File: config.mk
export PLATFORM = sky130hd
export DESIGN_NAME = pc_stack
export DESIGN_NICKNAME = d
export VERILOG_FILES = /design/src/rtl/pc_stack.sv
export SDC_FILE = /design/constraint.sdc
export NUM_CORES = 1
export LEC_CHECK = 0
export CORE_MARGIN = 5
export CORE_UTILIZATION = 45
export DETAILED_ROUTE_END_ITERATION = 16
export PLACE_DENSITY = 0.65
export SLEW_MARGIN = 20
export SYNTH_ARGS = -nofsm -noshare
export SYNTH_HDL_FRONTEND = slang
export SYNTH_SLANG_ARGS = --single-unit
File: constraint.sdc
create_clock -name clk -period 5.72 [get_ports clk]
set_input_delay 0.572 -clock clk [delete_from_list [all_inputs] [get_ports clk]]
set_output_delay 0.572 -clock clk [all_outputs]
set_load 0.03 [all_outputs]
File: src/rtl/pc_stack.sv
// Program counter with a hardware return-address stack for call/ret.
// Overflow and underflow are reported through sticky flags cleared by clr_err.
module pc_stack #(
    parameter int                ADDR_W    = 15,
    parameter int                DEPTH     = 8,
    parameter logic [ADDR_W-1:0] RESET_VEC = '0
) (
    input  logic                           clk,
    input  logic                           rst,
    input  logic                           load,
    input  logic                           inc,
    input  logic                           call,
    input  logic                           ret,
    input  logic                           clr_err,
    input  logic [ADDR_W-1:0]              in,
    output logic [ADDR_W-1:0]              out,
    output logic [$clog2(DEPTH+1)-1:0]     depth,
    output logic [ADDR_W-1:0]              top,
    output logic                           full,
    output logic                           empty,
    output logic                           ovf_err,
    output logic                           unf_err
);

    localparam int DW = $clog2(DEPTH + 1);
    localparam int IW = $clog2(DEPTH);

    logic [ADDR_W-1:0] out_q, out_d;
    logic [DW-1:0]     depth_q, depth_d;
    logic              ovf_q, ovf_d;
    logic              unf_q, unf_d;

    logic [ADDR_W-1:0] stack_q [DEPTH];
    logic              push;
    logic [ADDR_W-1:0] push_val;
    logic [IW-1:0]     wr_idx;
    logic [IW-1:0]     rd_idx;
    logic [ADDR_W-1:0] top_entry;
    logic              is_full;
    logic              is_empty;

    assign is_full   = (depth_q == DW'(DEPTH));
    assign is_empty  = (depth_q == '0);
    assign wr_idx    = IW'(depth_q);
    assign rd_idx    = IW'(depth_q - DW'(1));
    assign top_entry = stack_q[rd_idx];
    assign push_val  = out_q + ADDR_W'(1);

    // Only one command wins per cycle; a rejected call/ret still blocks lower commands.
    always_comb begin
        out_d   = out_q;
        depth_d = depth_q;
        ovf_d   = ovf_q & ~clr_err;
        unf_d   = unf_q & ~clr_err;
        push    = 1'b0;
        if (call) begin
            if (is_full) begin
                ovf_d = 1'b1;
            end else begin
                push    = 1'b1;
                depth_d = depth_q + DW'(1);
                out_d   = in;
            end
        end else if (ret) begin
            if (is_empty) begin
                unf_d = 1'b1;
            end else begin
                depth_d = depth_q - DW'(1);
                out_d   = top_entry;
            end
        end else if (load) begin
            out_d = in;
        end else if (inc) begin
            out_d = out_q + ADDR_W'(1);
        end
    end

    always_ff @(posedge clk or posedge rst) begin
        if (rst) begin
            out_q   <= RESET_VEC;
            depth_q <= '0;
            ovf_q   <= 1'b0;
            unf_q   <= 1'b0;
        end else begin
            out_q   <= out_d;
            depth_q <= depth_d;
            ovf_q   <= ovf_d;
            unf_q   <= unf_d;
        end
    end

    // Entry storage is never reset; depth alone decides what is valid.
    always_ff @(posedge clk) begin
        if (push && !rst) begin
            stack_q[wr_idx] <= push_val;
        end
    end

    assign out     = out_q;
    assign depth   = depth_q;
    assign top     = is_empty ? '0 : top_entry;
    assign full    = is_full;
    assign empty   = is_empty;
    assign ovf_err = ovf_q;
    assign unf_err = unf_q;

endmodule

# After elaboration in Yosys (flattened, before gate mapping)
# Memories as Yosys holds them, arrays and structs flattened.
# Index checks and enable logic that the tools add are counted.
# totals
ff_bits	21
mem_bits_rw	120
out_inout_bits	38
elab_cells	42
memories	1
# op_classes
add_sub_neg	3
n_eq_ne	4
muxes	20
bitwise	3
n_reduce_logical	7
# mem_list
memory	words	word_bits	read_ports	rd_ports_with_merged_regs	wr	line	rtl
stack_q	8	15	1	0	1	33	logic [ADDR_W-1:0] stack_q [DEPTH];
# ops
cell	n
15-bit two-way mux	7
4-bit two-way mux	4
15-bit by 1-bit adder with 15-bit output, second input constant	1
1-bit two-way mux	9
3-bit AND reduction	2
4-bit by 1-bit adder with 4-bit output, second input constant	1
4-bit equality test, second input constant	1
4-bit zero test	1
2-bit inequality test, second input constant	2
4-bit nonzero test	1
4-bit by 1-bit subtractor with 4-bit output, second input constant	1
3-bit inequality test, second input constant	1
1-bit bitwise AND	2
2-bit nonzero test	1
1-bit logical AND	1
1-bit zero test	1
1-bit NOT	1

# Logic depth before layout (Yosys ltp)
# Gate-level depths: netlist of the first run.
# logic_depth
ltp_word	6
ltp_mapped	11
mapped_depth_nobuf	8

# Least setup slack after synthesis of the first run
# OpenSTA, ideal clock, no wires.
# synth_timing
kind	register to register
from	register depth_q[0], in the netlist depth[0]
to	memory stack_q[1][0] (enable)
setup_time_ns	0.406
arrival_ns	3.115
t_required_ns	5.314
setup_slack_ns	2.199
path_stages_with_launch	9
n_path_buf	2
cell_sequence	dfrtp_1 buf_2 inv_2 ha_1 and3b_1 buf_4 nor2_2 nand3_1 nor3_1
# synth_via
elab_chain_len	6
# synth_lines
element	line	rtl
start, declared	29	logic [DW-1:0] depth_q, depth_d;
start signal, assigned	86	depth_q <= depth_d;
4-bit equality test	42	assign is_full = (depth_q == DW'(DEPTH));
via full	19	output logic full,
1-bit two-way mux	57	if (is_full) begin
1-bit two-way mux	56	if (call) begin
1-bit logical AND	94	if (push && !rst) begin
1-bit two-way mux	94	
1-bit two-way mux (implied by the code)	95	stack_q[wr_idx] <= push_val;
end, declared	33	
# The timed path passes the listed nets, and every way through them passes these cells.

# Worst setup path after layout of the first run
# layout_timing
from	register depth_q[1], in the netlist depth[1]
to	output port top[9]
# layout_via
elab_chain_len	3
word_cells_on_any_way	4
cone_classes	add/sub: 1; mux: 1; reduce/logical: 1; memory: 1
# layout_lines
element	line	rtl
4-bit by 1-bit subtractor with 4-bit output	n/a	
memory read 8 x 15 bit	n/a	
15-bit two-way mux (*)	101	assign top = is_empty ? '0 : top_entry;
end, declared	18	output logic [ADDR_W-1:0] top,
# Mark *: on every way between the ends. The rest lies on a longest branch, timed or not.

==> results of run 1 <==
-- routing by layer --
| metal | track usage [%] | up-vias | wire length, µm |
|---|---|---|---|
| met5 | 0 | - | 0 |
| li1 | - | 1718 | - |
| met2 | 31.5 | 198 | 7610 |
| met4 | 9.11 | 0 | 421 |
| met1 | 27.0 | 1974 | 6370 |
| met3 | 4.25 | 31 | 1250 |
-- worst min-delay path by stage --
stage / start / endpoint / slack [ps] / cells after the start
finish: ovf_err / ovf_err / 510 / 2
global route: ovf_err / ovf_err / 550 / 2
CTS: ovf_err / ovf_err / 520 / 2
detailed placement: ovf_err / ovf_err / 510 / 2
global placement: ovf_err / ovf_err / 510 / 2
floorplan: rst / depth[0] / 570 / 1
-- power by group --
| part | switching (µW) | total, µW | internal [µW] |
|---|---|---|---|
| combinational | 1350 | 2320 | 969 |
| clock | 397 | 1080 | 679 |
| sequential | 140 | 1540 | 1400 |
| total | 1890 | 4940 | 3050 |
-- cells in the final DEF (no fill, tap or decap), drive strengths merged, types with 4 or more instances in the layout --
cell type,count
clkinv,9
inv,13
dfrtp,21
nand3,8
clkbuf,19
nor3,6
o21ai,19
clkdlybuf4s50,59
buf,13
mux2i,19
a21oi,13
nand2,18
nor4,5
a22oi,10
edfxtp,120
o221ai,5
xor2,11
nor2,40
xnor2,7
mux4,29
o211ai,4
-- metrics by stage --
step	setup slack, ps	total power [µW]
floorplan	2200	3030
global placement	1740	3810
detailed placement	1750	3840
CTS	1260	4930
global route	1200	5160
finish	1390	4940
-- logic make-up (layout without fill, tap and decap cells) --
| logic type | after synthesis | in the layout | share of synthesized area [%] |
|---|---|---|---|
| flip-flops | 141 | 141 | 66.3 |
| AND/OR/NAND/NOR | 91 | 91 | 6.71 |
| AO/OA/AOI/OAI | 67 | 67 | 7.47 |
| multiplexers | 50 | 50 | 14.0 |
| buffers and inverters | 33 | 117 | 2.43 |
| XOR/XNOR | 18 | 18 | 2.53 |
| adder cells (fa/ha/maj) | 3 | 3 | 0.603 |
-- critical path, stage by stage, from the launching register on --
cell             delay, ps
dfrtp_1                510
inv_1                  130
ha_1                   960
buf_4                  410
mux4_2                 340
mux2i_1                290
nor2_1                  80
clkdlybuf4s50_1        620
-- state kept, by name, indices dropped and copies added (netlist names) --
register,count
unf_err,1
depth,4
stack_q,120
ovf_err,1
out,15
-- final cells by class --
type / count / share of cell area [%]
timing repair buffer: 72 / 9.23
sequential: 141 / 53.8
tap: 180 / 2.94
clock inverter: 12 / 1.92
inverter: 14 / 0.685
multi-input combinational: 229 / 25.8
clock buffer: 19 / 5.64
==> run metrics, run 1 <==
result of the run finished, final reports clean; register area share after synthesis 66.3%; fraction of the cycle the final worst path needs 75.7%; share of post-route cells with drive strength above 1 16.6%; overall overflow remaining after global route 0; routed vias/inst 5.88; Top Ports 60; Slew headroom 33.5%; GRT Util Overall 20.0%; crit path launch depth[1]; area used by multi-input combinational logic 1980 µm²; path class of the lowest-slack min-delay path reg -> reg; number of hold-repair buffers added at the cts stage 0; syn avg cell area 15.5 µm²; count of cells along the worst register-to-register path 8; prevailing post-synth register cell edfxtp_1; Inst Count DP 635; number of antenna repair diodes 0; pin slew with the least headroom to its limit 997 ps; number of buffers added by the clock tree synthesis step 17; count of yosys warnings during synthesis 0; number of synthesized register bits 141; post-synth top area share 57.9%; routability congestion estimate 0.819; die area 16300 µm²; maximum count of clock buffers along a single path 2; Cell Area, Placed 7060 µm²; cell with the most instances after synthesis edfxtp_1; iteration count of the initial detailed-routing pass 5; top cells by count, synth 120 x edfxtp_1, 39 x nor2_1, 28 x mux4_2; global-route wire length before repair 24000 µm; Post-Syn Nets 428; Routed WL 15600 µm; CP Launch Type register; cell types occupying the most area after synthesis edfxtp_1 58%, mux4_2 10%, dfrtp_1 8.4%, mux2i_1 3.1%, nor2_1 2.4%; data arrival time at the worst-slack endpoint 3760 ps; area of all sequential standard cells 4130 µm²; setup TNS 0 ps; maximum fanout encountered on the critical timing path 21; CTS sink cnt 141; Die Y 128 µm; clock transition at the registers of the reported paths 60 ps; die span in x 128 µm; Post-Route Utilization 55.9%; critical path required time 5150 ps; maximum number of pins on one net before global-route repair 24; number of inserted filler cells in the final layout 1119; critical path capture point type output pin; time the worst path needs with I/O delays and setup 4330 ps; Final Max Slew Viols 0; gate count of the mapped netlist 403; minimum setup slack among reg-to-reg paths 2330 ps; number of DRC markers in iteration 0 386; area of the mapped netlist 6230 µm²; antenna violations before repair 0; Cell Rows 43; leading area contributor after synthesis edfxtp_1; IO Port Bufs 59; Worst R2R Start depth[1]; final layout net count 500; R2R Path End out[10]; library cells used by synthesis 52; leakage power summed over all cells 0.00269 µW; RSZ-0062 raised after global routing no; Core Footprint 13700 µm²; # Max-Cap Violations 0; number of post-CTS setup repair buffers 0; relative area change from synthesis to final layout 23.2%; H-tree depth reported by CTS 4; total number of vias 3921; estimated wirelength of the detail-placed design 10100 µm; total of endpoints with negative setup slack in the final report 0; type of the setup path with the least slack reg -> out; EDFF count, synth 120; Power Density 644 nW/µm²; endpoints failing hold 0; Max rail drop VDD 0.292 mV; Post-CTS Resized 0; CTS tree yes; Async SR Flop Fraction 14.9%; worst hold slack 515 ps; residual DRC count 0; clock skew 7.25 ps; remaining antenna violation count after routing 0; summed area of non-filler cells in the final layout 7670 µm²; maximum operating frequency 231 MHz; worst skew pair latency 410 ps; termination of the worst setup path top[9]; starting density of the core 45.4%; Root Buffer Master clkbuf_16; number of standard cells in the final layout excluding fillers 667; detail-routed net length per standard cell 23.5 µm; vias in the first global route 4101
No activity file was read; power rests on OpenSTA's default activity.
==> inputs of run 2 (changes only) <==
clock period = 4.1 ns   (was 5.72 ns; I/O delays follow)
==> run metrics, run 2 (synthesis gave the netlist of run 1 again) <==
worst skew pair latency 430 ps (+20 ps); minimum setup slack among reg-to-reg paths 1040 ps (-1290 ps); Inst Count DP 645 (+1.6%); number of hold-repair buffers added at the cts stage 0 (unchanged); CTS sink cnt 141 (unchanged); # Max-Cap Violations 0 (unchanged); Root Buffer Master clkbuf_16; RSZ-0062 raised after global routing no; summed area of non-filler cells in the final layout 7770 µm² (+1.3%); switch share 38.4% (+0.18 points); most flop-heavy register stack_q; starting density of the core 45.4% (unchanged); die area 16300 µm² (unchanged); Final Max Slew Viols 0 (unchanged); number of antenna repair diodes 0 (unchanged); Cell Area, Placed 7120 µm² (+0.74%); endpoints failing hold 0 (unchanged); Power Density 901 nW/µm² (+40%); termination of the worst setup path top[3]; routability congestion estimate 0.856 (+4.5%); internal cell power 4310 µW (+41%); Slew headroom 51.2% (+18 points); commonest non-fill, non-tap cells in the layout 120 x edfxtp_1, 50 x clkdlybuf4s50_1, 39 x nor2_1; power share of the clock group 23.1% (+1.3 points); setup TNS 0 ps (unchanged); Top Ports 60 (unchanged); critical path capture point type output pin; P_sw 2690 µW (+42%); share of post-route cells with drive strength above 1 20.8% (+4.2 points); routed vias/inst 5.88 (about the same); pin slew with the least headroom to its limit 732 ps (-266 ps); max FFs per register 120 (unchanged); total number of vias 3999 (+2.0%); data arrival time at the worst-slack endpoint 3310 ps (-450 ps); Die Y 128 µm (unchanged); iteration count of the initial detailed-routing pass 5 (unchanged); overall overflow remaining after global route 0 (unchanged); count of cells along the worst register-to-register path 7 (-1); clock transition at the registers of the reported paths 60 ps (about the same); type of the setup path with the least slack reg -> out; antenna violations before repair 0 (unchanged); estimated wirelength of the detail-placed design 10500 µm (+4.1%); global-route wire length before repair 24600 µm (+2.6%); Worst R2R Start depth[1]; H-tree depth reported by CTS 4 (unchanged); Routed WL 16000 µm (+2.5%); maximum number of pins on one net before global-route repair 23 (-4.2%); total of endpoints with negative setup slack in the final report 0 (unchanged); clock skew 10.3 ps (+3.03 ps); relative area change from synthesis to final layout 24.8%; maximum fanout encountered on the critical timing path 11 (-48%); crit path launch depth[0]; fraction of the cycle the final worst path needs 90.7%; sequential share of power 30.6% (-0.6 points); Max rail drop VDD 0.468 mV (+60%); number of buffers added by the clock tree synthesis step 17 (unchanged); number of standard cells in the final layout excluding fillers 680 (+1.9%); GRT Util Overall 20.9% (+0.85 points); number of DRC markers in iteration 0 531 (+38%); final layout net count 512 (+2.4%); combinational share of power 46.3% (-0.7 points); residual DRC count 0 (unchanged); vias in the first global route 4094 (-0.17%); maximum operating frequency 269 MHz; detail-routed net length per standard cell 23.6 µm (+0.52%); critical path required time 3690 ps (-1460 ps); IO Port Bufs 59 (unchanged); die span in x 128 µm (unchanged); commonest non-fill, non-tap cell in the layout edfxtp_1; R2R Path End stack_q[2][9]; Core Footprint 13700 µm² (unchanged); CTS tree yes; path class of the lowest-slack min-delay path in -> async; time the worst path needs with I/O delays and setup 3720 ps; leakage power summed over all cells 0.00277 µW (+3.0%); maximum count of clock buffers along a single path 2 (unchanged); CP Launch Type register; Post-Route Utilization 56.7% (+0.74 points); remaining antenna violation count after routing 0 (unchanged); result of the run finished, final reports clean; Cell Rows 43 (unchanged)
run 2: power by group through the flow:
| stage | combinational (µW) | sequential [µW] | clock [µW] |
|---|---|---|---|
| after floorplan | 1950 | 2280 | 0 |
| after global placement | 3130 | 2160 | 0 |
| after detailed placement | 3190 | 2170 | 0 |
| after CTS | 3200 | 2140 | 1640 |
| after global routing | 3460 | 2180 | 1700 |
| final | 3240 | 2150 | 1620 |
run 2: layout make-up:
class / count / area, µm²
Sequential cell: 141 / 4130
Clock buffer: 19 / 433
Clock inverter: 13 / 189
Multi-Input combinational cell: 229 / 1980
Tap cell: 180 / 225
Timing Repair Buffer: 84 / 768
Fill cell: 1069 / 5950
Inverter: 14 / 52.6
run 2: metrics by stage:
| step | hold WS [ps] | power, µW | setup slack (ps) |
|---|---|---|---|
| final | 416 | 7000 | 383 |
| after CTS | 418 | 6980 | 48.6 |
| after detailed placement | 534 | 5360 | 507 |
| after global routing | 453 | 7330 | 266 |
| after floorplan | 404 | 4230 | 579 |
| after global placement | 511 | 5290 | 599 |
run 2: routing by layer:
metal	GRT usage, %	part of all wire [%]
met5	0	0
met4	7.05	1.9
met3	5.42	7.1
met2	33.4	50
met1	28.1	41
run 2: worst min-delay path by stage:
stage | endpoint | slack (ps) | cells past startpoint
2_1_floorplan | depth[0] | 400 | 1
3_3_place_gp | ovf_err | 510 | 2
3_5_place_dp | unf_err | 530 | 2
4_1_cts | depth[0] | 420 | 2
5_1_grt | out[0] | 450 | 2
6_report | out[0] | 420 | 2
run 2: what timing repair did:
item,CTS,global route
setup endpoints to repair,0,6
gates resized for setup,0,0
buffers inserted,0,3
run 2: critical path, cell delays in order (launching register included):
cell and delay (ps):
dfrtp_1 380, inv_2 250, ha_1 380, xor2_4 220
buf_12 180, mux4_1 560, mux2i_1 200, nor2_1 80
clkdlybuf4s50_1 620
==> inputs of run 3 (changes only) <==
CORE_ASPECT_RATIO = 0.7   (was not set)
SLEW_MARGIN = not set   (was 20)
==> run metrics, run 3 (synthesis gave the netlist of run 1 again) <==
routed vias/inst 5.80 (-1.4%); number of hold-repair buffers added at the cts stage 0 (unchanged); total of endpoints with negative setup slack in the final report 0 (unchanged); overall power after layout 6920 µW (-1.2%); remaining antenna violation count after routing 0 (unchanged); number of post-CTS setup repair buffers 0 (unchanged); fraction of the cycle the final worst path needs 90.4% (-0.22 points); data arrival time at the worst-slack endpoint 3300 ps (about the same); worst skew pair latency 420 ps (about the same); CTS sink cnt 141 (unchanged); Max rail drop VDD 0.500 mV (+6.8%); Power Density 894 nW/µm² (-0.73%); detail-routed net length per standard cell 24.0 µm (+1.6%); final setup margin 392 ps (+9.09 ps); maximum count of clock buffers along a single path 2 (unchanged); highest cell delay on the worst timing path 620 ps (about the same); worst hold slack 234 ps (-182 ps); total number of vias 3994 (-0.13%); relative area change from synthesis to final layout 24.2%; setup TNS 0 ps (unchanged); GRT Util Overall 21.4% (+0.54 points); Post-CTS Resized 0 (unchanged); maximum operating frequency 270 MHz (+0.25%); cell with the largest stage delay on the worst path clkdlybuf4s50_1; number of DRC markers in iteration 0 409 (-23%); result of the run finished, final reports clean; vias in the first global route 4179 (+2.1%); clock transition at the registers of the reported paths 60 ps (about the same); starting density of the core 45.3% (-0.062 points); overall overflow remaining after global route 0 (unchanged); critical path required time 3690 ps (about the same); die span in x 151 µm (+18%); type of the setup path with the least slack reg -> out; family with the most delay on the worst path buffers and inverters; crit path buf inv count 3 (unchanged); die area 16300 µm² (+0.23%); antenna violations before repair 0 (unchanged); pin slew with the least headroom to its limit 773 ps (+41.7 ps); critical path capture point type output pin; maximum number of pins on one net before global-route repair 25 (+8.7%); H-tree depth reported by CTS 4 (unchanged); commonest non-fill, non-tap cell in the layout edfxtp_1; Slew headroom 48.4% (-2.7 points); residual DRC count 0 (unchanged); iteration count of the initial detailed-routing pass 5 (unchanged); number of inserted filler cells in the final layout 1075 (+0.56%); number of antenna repair diodes 0 (unchanged); maximum fanout encountered on the critical timing path 10 (-1); CP Launch Type register; worst path cell trace inv_2, ha_1, xor2_4, buf_12, mux4_1, mux2i_1, nor2_1, clkdlybuf4s50_1; worst setup slack after placement 505 ps (-2.33 ps); Core Footprint 13700 µm² (+0.14%); Top Ports 60 (unchanged); Root Buffer Master clkbuf_16; number of buffers added by the clock tree synthesis step 17 (unchanged); # Max-Cap Violations 0 (unchanged); Final Max Slew Viols 0 (unchanged); endpoints failing hold 0 (unchanged); Stages on worst setup path 8 (unchanged); leakage power summed over all cells 0.00274 µW (-1.1%); Die Y 108 µm (-15%); max FFs per register 120 (unchanged); most flop-heavy register stack_q; RSZ-0062 raised after global routing no; time the worst path needs with I/O delays and setup 3710 ps (-9.09 ps); Routed WL 16500 µm (+3.0%); path class of the lowest-slack min-delay path in -> async; minimum setup slack among reg-to-reg paths 550 ps (-490 ps); global-route wire length before repair 25100 µm (+1.8%); Cell Rows 36 (-16%); count of cells along the worst register-to-register path 8 (+1); CTS tree yes; commonest non-fill, non-tap cells in the layout 120 x edfxtp_1, 51 x clkdlybuf4s50_1, 39 x nor2_1; estimated wirelength of the detail-placed design 11000 µm (+4.2%); share of post-route cells with drive strength above 1 20.8% (+0.042 points); routability congestion estimate 0.870 (+1.6%); final layout net count 511 (-0.20%); IO Port Bufs 59 (unchanged); clock skew 8.20 ps (-2.08 ps)
## run 3: final timing paths
check	startpoint	to
min in group clk	ovf_err	ovf_err
worst max register to register	depth[1]	out[12]
max in group asynchronous	rst	out[11]
worst min register to register	ovf_err	ovf_err
worst min-delay path	rst	out[13]
worst max-delay path	depth[0]	top[3]
## run 3: per-layer routing
layer,GRT usage (%),vias to the layer above,routed length [µm]
met5,0,-,0
met4,6.34,0,153
met3,6.66,14,1420
met2,31.4,200,7440
met1,31.0,2034,7500
li1,-,1746,-
## run 3: layout make-up
cell class	instances	area (µm²)	share of cell area [%]
sequential	141	4130	53.4
multi-input combinational	229	1980	25.6
timing repair buffer	83	763	9.87
clock buffer	17	425	5.50
tap	190	238	3.07
clock inverter	15	151	1.96
inverter	14	52.6	0.679
## run 3: per-stage QoR
| stage | util (%) | area, µm² | instances |
|---|---|---|---|
| after floorplan | - | 6230 | 403 |
| after global placement | 51.9 | 7130 | 655 |
| after detailed placement | 51.9 | 7130 | 655 |
| after CTS | 56.1 | 7710 | 687 |
| after global routing | 56.3 | 7740 | 689 |
| final | 56.3 | 7740 | 689 |
## run 3: power by group
group | switching, µW | internal, µW
sequential | 196 | 1960
clock | 653 | 855
combinational | 1920 | 1340
total | 2770 | 4150
## run 3: worst register-to-register path: stages, from the launching register on
cell and delay (ps):
dfrtp_1 530, inv_1 130, ha_1 300, or3b_1 440, inv_2 310, a21oi_1 690
nand2_1 580, a22oi_1 330, o211ai_1 120
==> RTL edit, RTL diff (settings of run 3) <==
The parameter `ADDR_W` goes from 15 to 14.
--- a/src/rtl/pc_stack.sv
+++ b/src/rtl/pc_stack.sv
@@ -3,3 +3,3 @@
 module pc_stack #(
-    parameter int                ADDR_W    = 15,
+    parameter int                ADDR_W    = 14,
     parameter int                DEPTH     = 8,
Ports: changed (resized in, out and top); port bits go from 60 to 57. The function was not compared with the original's and may differ.
==> RTL edit against run 3 <==
Critical path depth is the same. Area after synthesis decreased by 5.3%. Non-clock buffer count decreased by 4. Total power decreased by 5.2%. Synthesized cell count rose by 0.25%. Die area fell by 4.9%. Setup slack got worse by 0.034 ns. Sequential cell count fell by 9. Wire length shrank 9.6%. Final area shrank 5.4%. Critical path type unchanged. Largest cell class unchanged.
==> RTL edit: results <==
export IMPL_swShare_pct=40.2
export IMPL_grt_max_degree=27
export IMPL_placement_io_buffers=56
export IMPL_hold_path_class="flop to flop"
export IMPL_synth_edf_count=112
export IMPL_synthTopCellsByArea="edfxtp_1 57%, mux4_2 8.8%, dfrtp_1 8.5%"
export IMPL_leakage_uw=0.00260
export IMPL_worst_path_max_fanout=16
export IMPL_place_ws_ns=0.774
export IMPL_ys_seq_area_share_pct=65.5
export IMPL_comb_power_uw=3100
export IMPL_r2r_slack_ns=1.04
export IMPL_drt_iter0_markers=412
export IMPL_nets=506
export IMPL_slowest_delay_ns=0.60
export IMPL_min_period_ns=3.74
export IMPL_largest_reg_flops=112
export IMPL_stdcell_count=661
export IMPL_tightest_slew_ns=0.927
export IMPL_clock_power_share_pct=22.3
export IMPL_crit_family="buffers and inverters"
export IMPL_ys_top_cells_by_count="112 x edfxtp_1, 42 x nor2_1, 31 x nand2_1"
export IMPL_layout_drive_gt1_share_pct=18.0
export IMPL_placedCellCount=629
export IMPL_met1_length_mm=6.89
export IMPL_dp_hpwl_mm=10.5
export IMPL_synth_adder_area_share_pct=0.637
export IMPL_fin_skew_ns=0.00882
export IMPL_n_fill_cell=1029
export IMPL_wl_met2_mm=6.93
export IMPL_root_buffer="clkbuf_16"
export IMPL_crit_start="depth[1]"
export IMPL_grt_pass1_vias=3961
export IMPL_whs_ns=0.532
export IMPL_power_clock_uw=1460
export IMPL_grt_pass1_wl_mm=23.1
export IMPL_gr_usage_all_layers_pct=19.8
export IMPL_ys_async_sr_fraction_pct=15.2
export IMPL_reg2reg_depth=9
export IMPL_r2r_end="stack_q[4][8]"
export IMPL_synth_area_mux_share_pct=12.7
export IMPL_arrival_ns=3.33
export IMPL_final_util_pct=56.2
export IMPL_synth_area_per_cell_sq_um=14.6
export IMPL_synth_xor_area_share_pct=2.55
export IMPL_cts_path_max_buffers=2
export IMPL_wl_per_cell_microns=22.6
export IMPL_vdd_drop_max_uv=376
export IMPL_placed_area_sq_um=6740
export IMPL_ys_types=50
export IMPL_num_vias=3863
export IMPL_crit_path_end="top[8]"
export IMPL_status="completed"
## RTL edit: cell count changes in the layout (fill, tap and decap cells not counted), moves of 4 or more
cell	change
xor2_1	-4
mux4_2	-5
nand2_1	+13
mux2i_1	-5
o211ai_1	-4
a22oi_1	-8
edfxtp_1	-8
inv_1	+6
or3_1	+4
## RTL edit: layout make-up
class / count / area share [%]
clock buffer: 18 / 5.87
clock inverter: 14 / 1.97
inverter: 17 / 0.872
multi-input combinational: 235 / 25.8
sequential: 132 / 52.8
tap: 166 / 2.84
timing repair buffer: 79 / 9.85
## RTL edit: cell families (layout without fill, tap and decap cells)
group | after synthesis | after routing
multiplexers | 41 | 41
flip-flops | 132 | 132
AND/OR/NAND/NOR | 117 | 117
adder cells (fa/ha/maj) | 3 | 3
AO/OA/AOI/OAI | 59 | 59
buffers and inverters | 37 | 128
XOR/XNOR | 15 | 15
## RTL edit: metal layers
metal  vias up  GRT usage, %
met3        21          3.57
met5         -             0
met1      1968          29.0
li1       1719             -
met2       155          30.2
met4         0          6.44
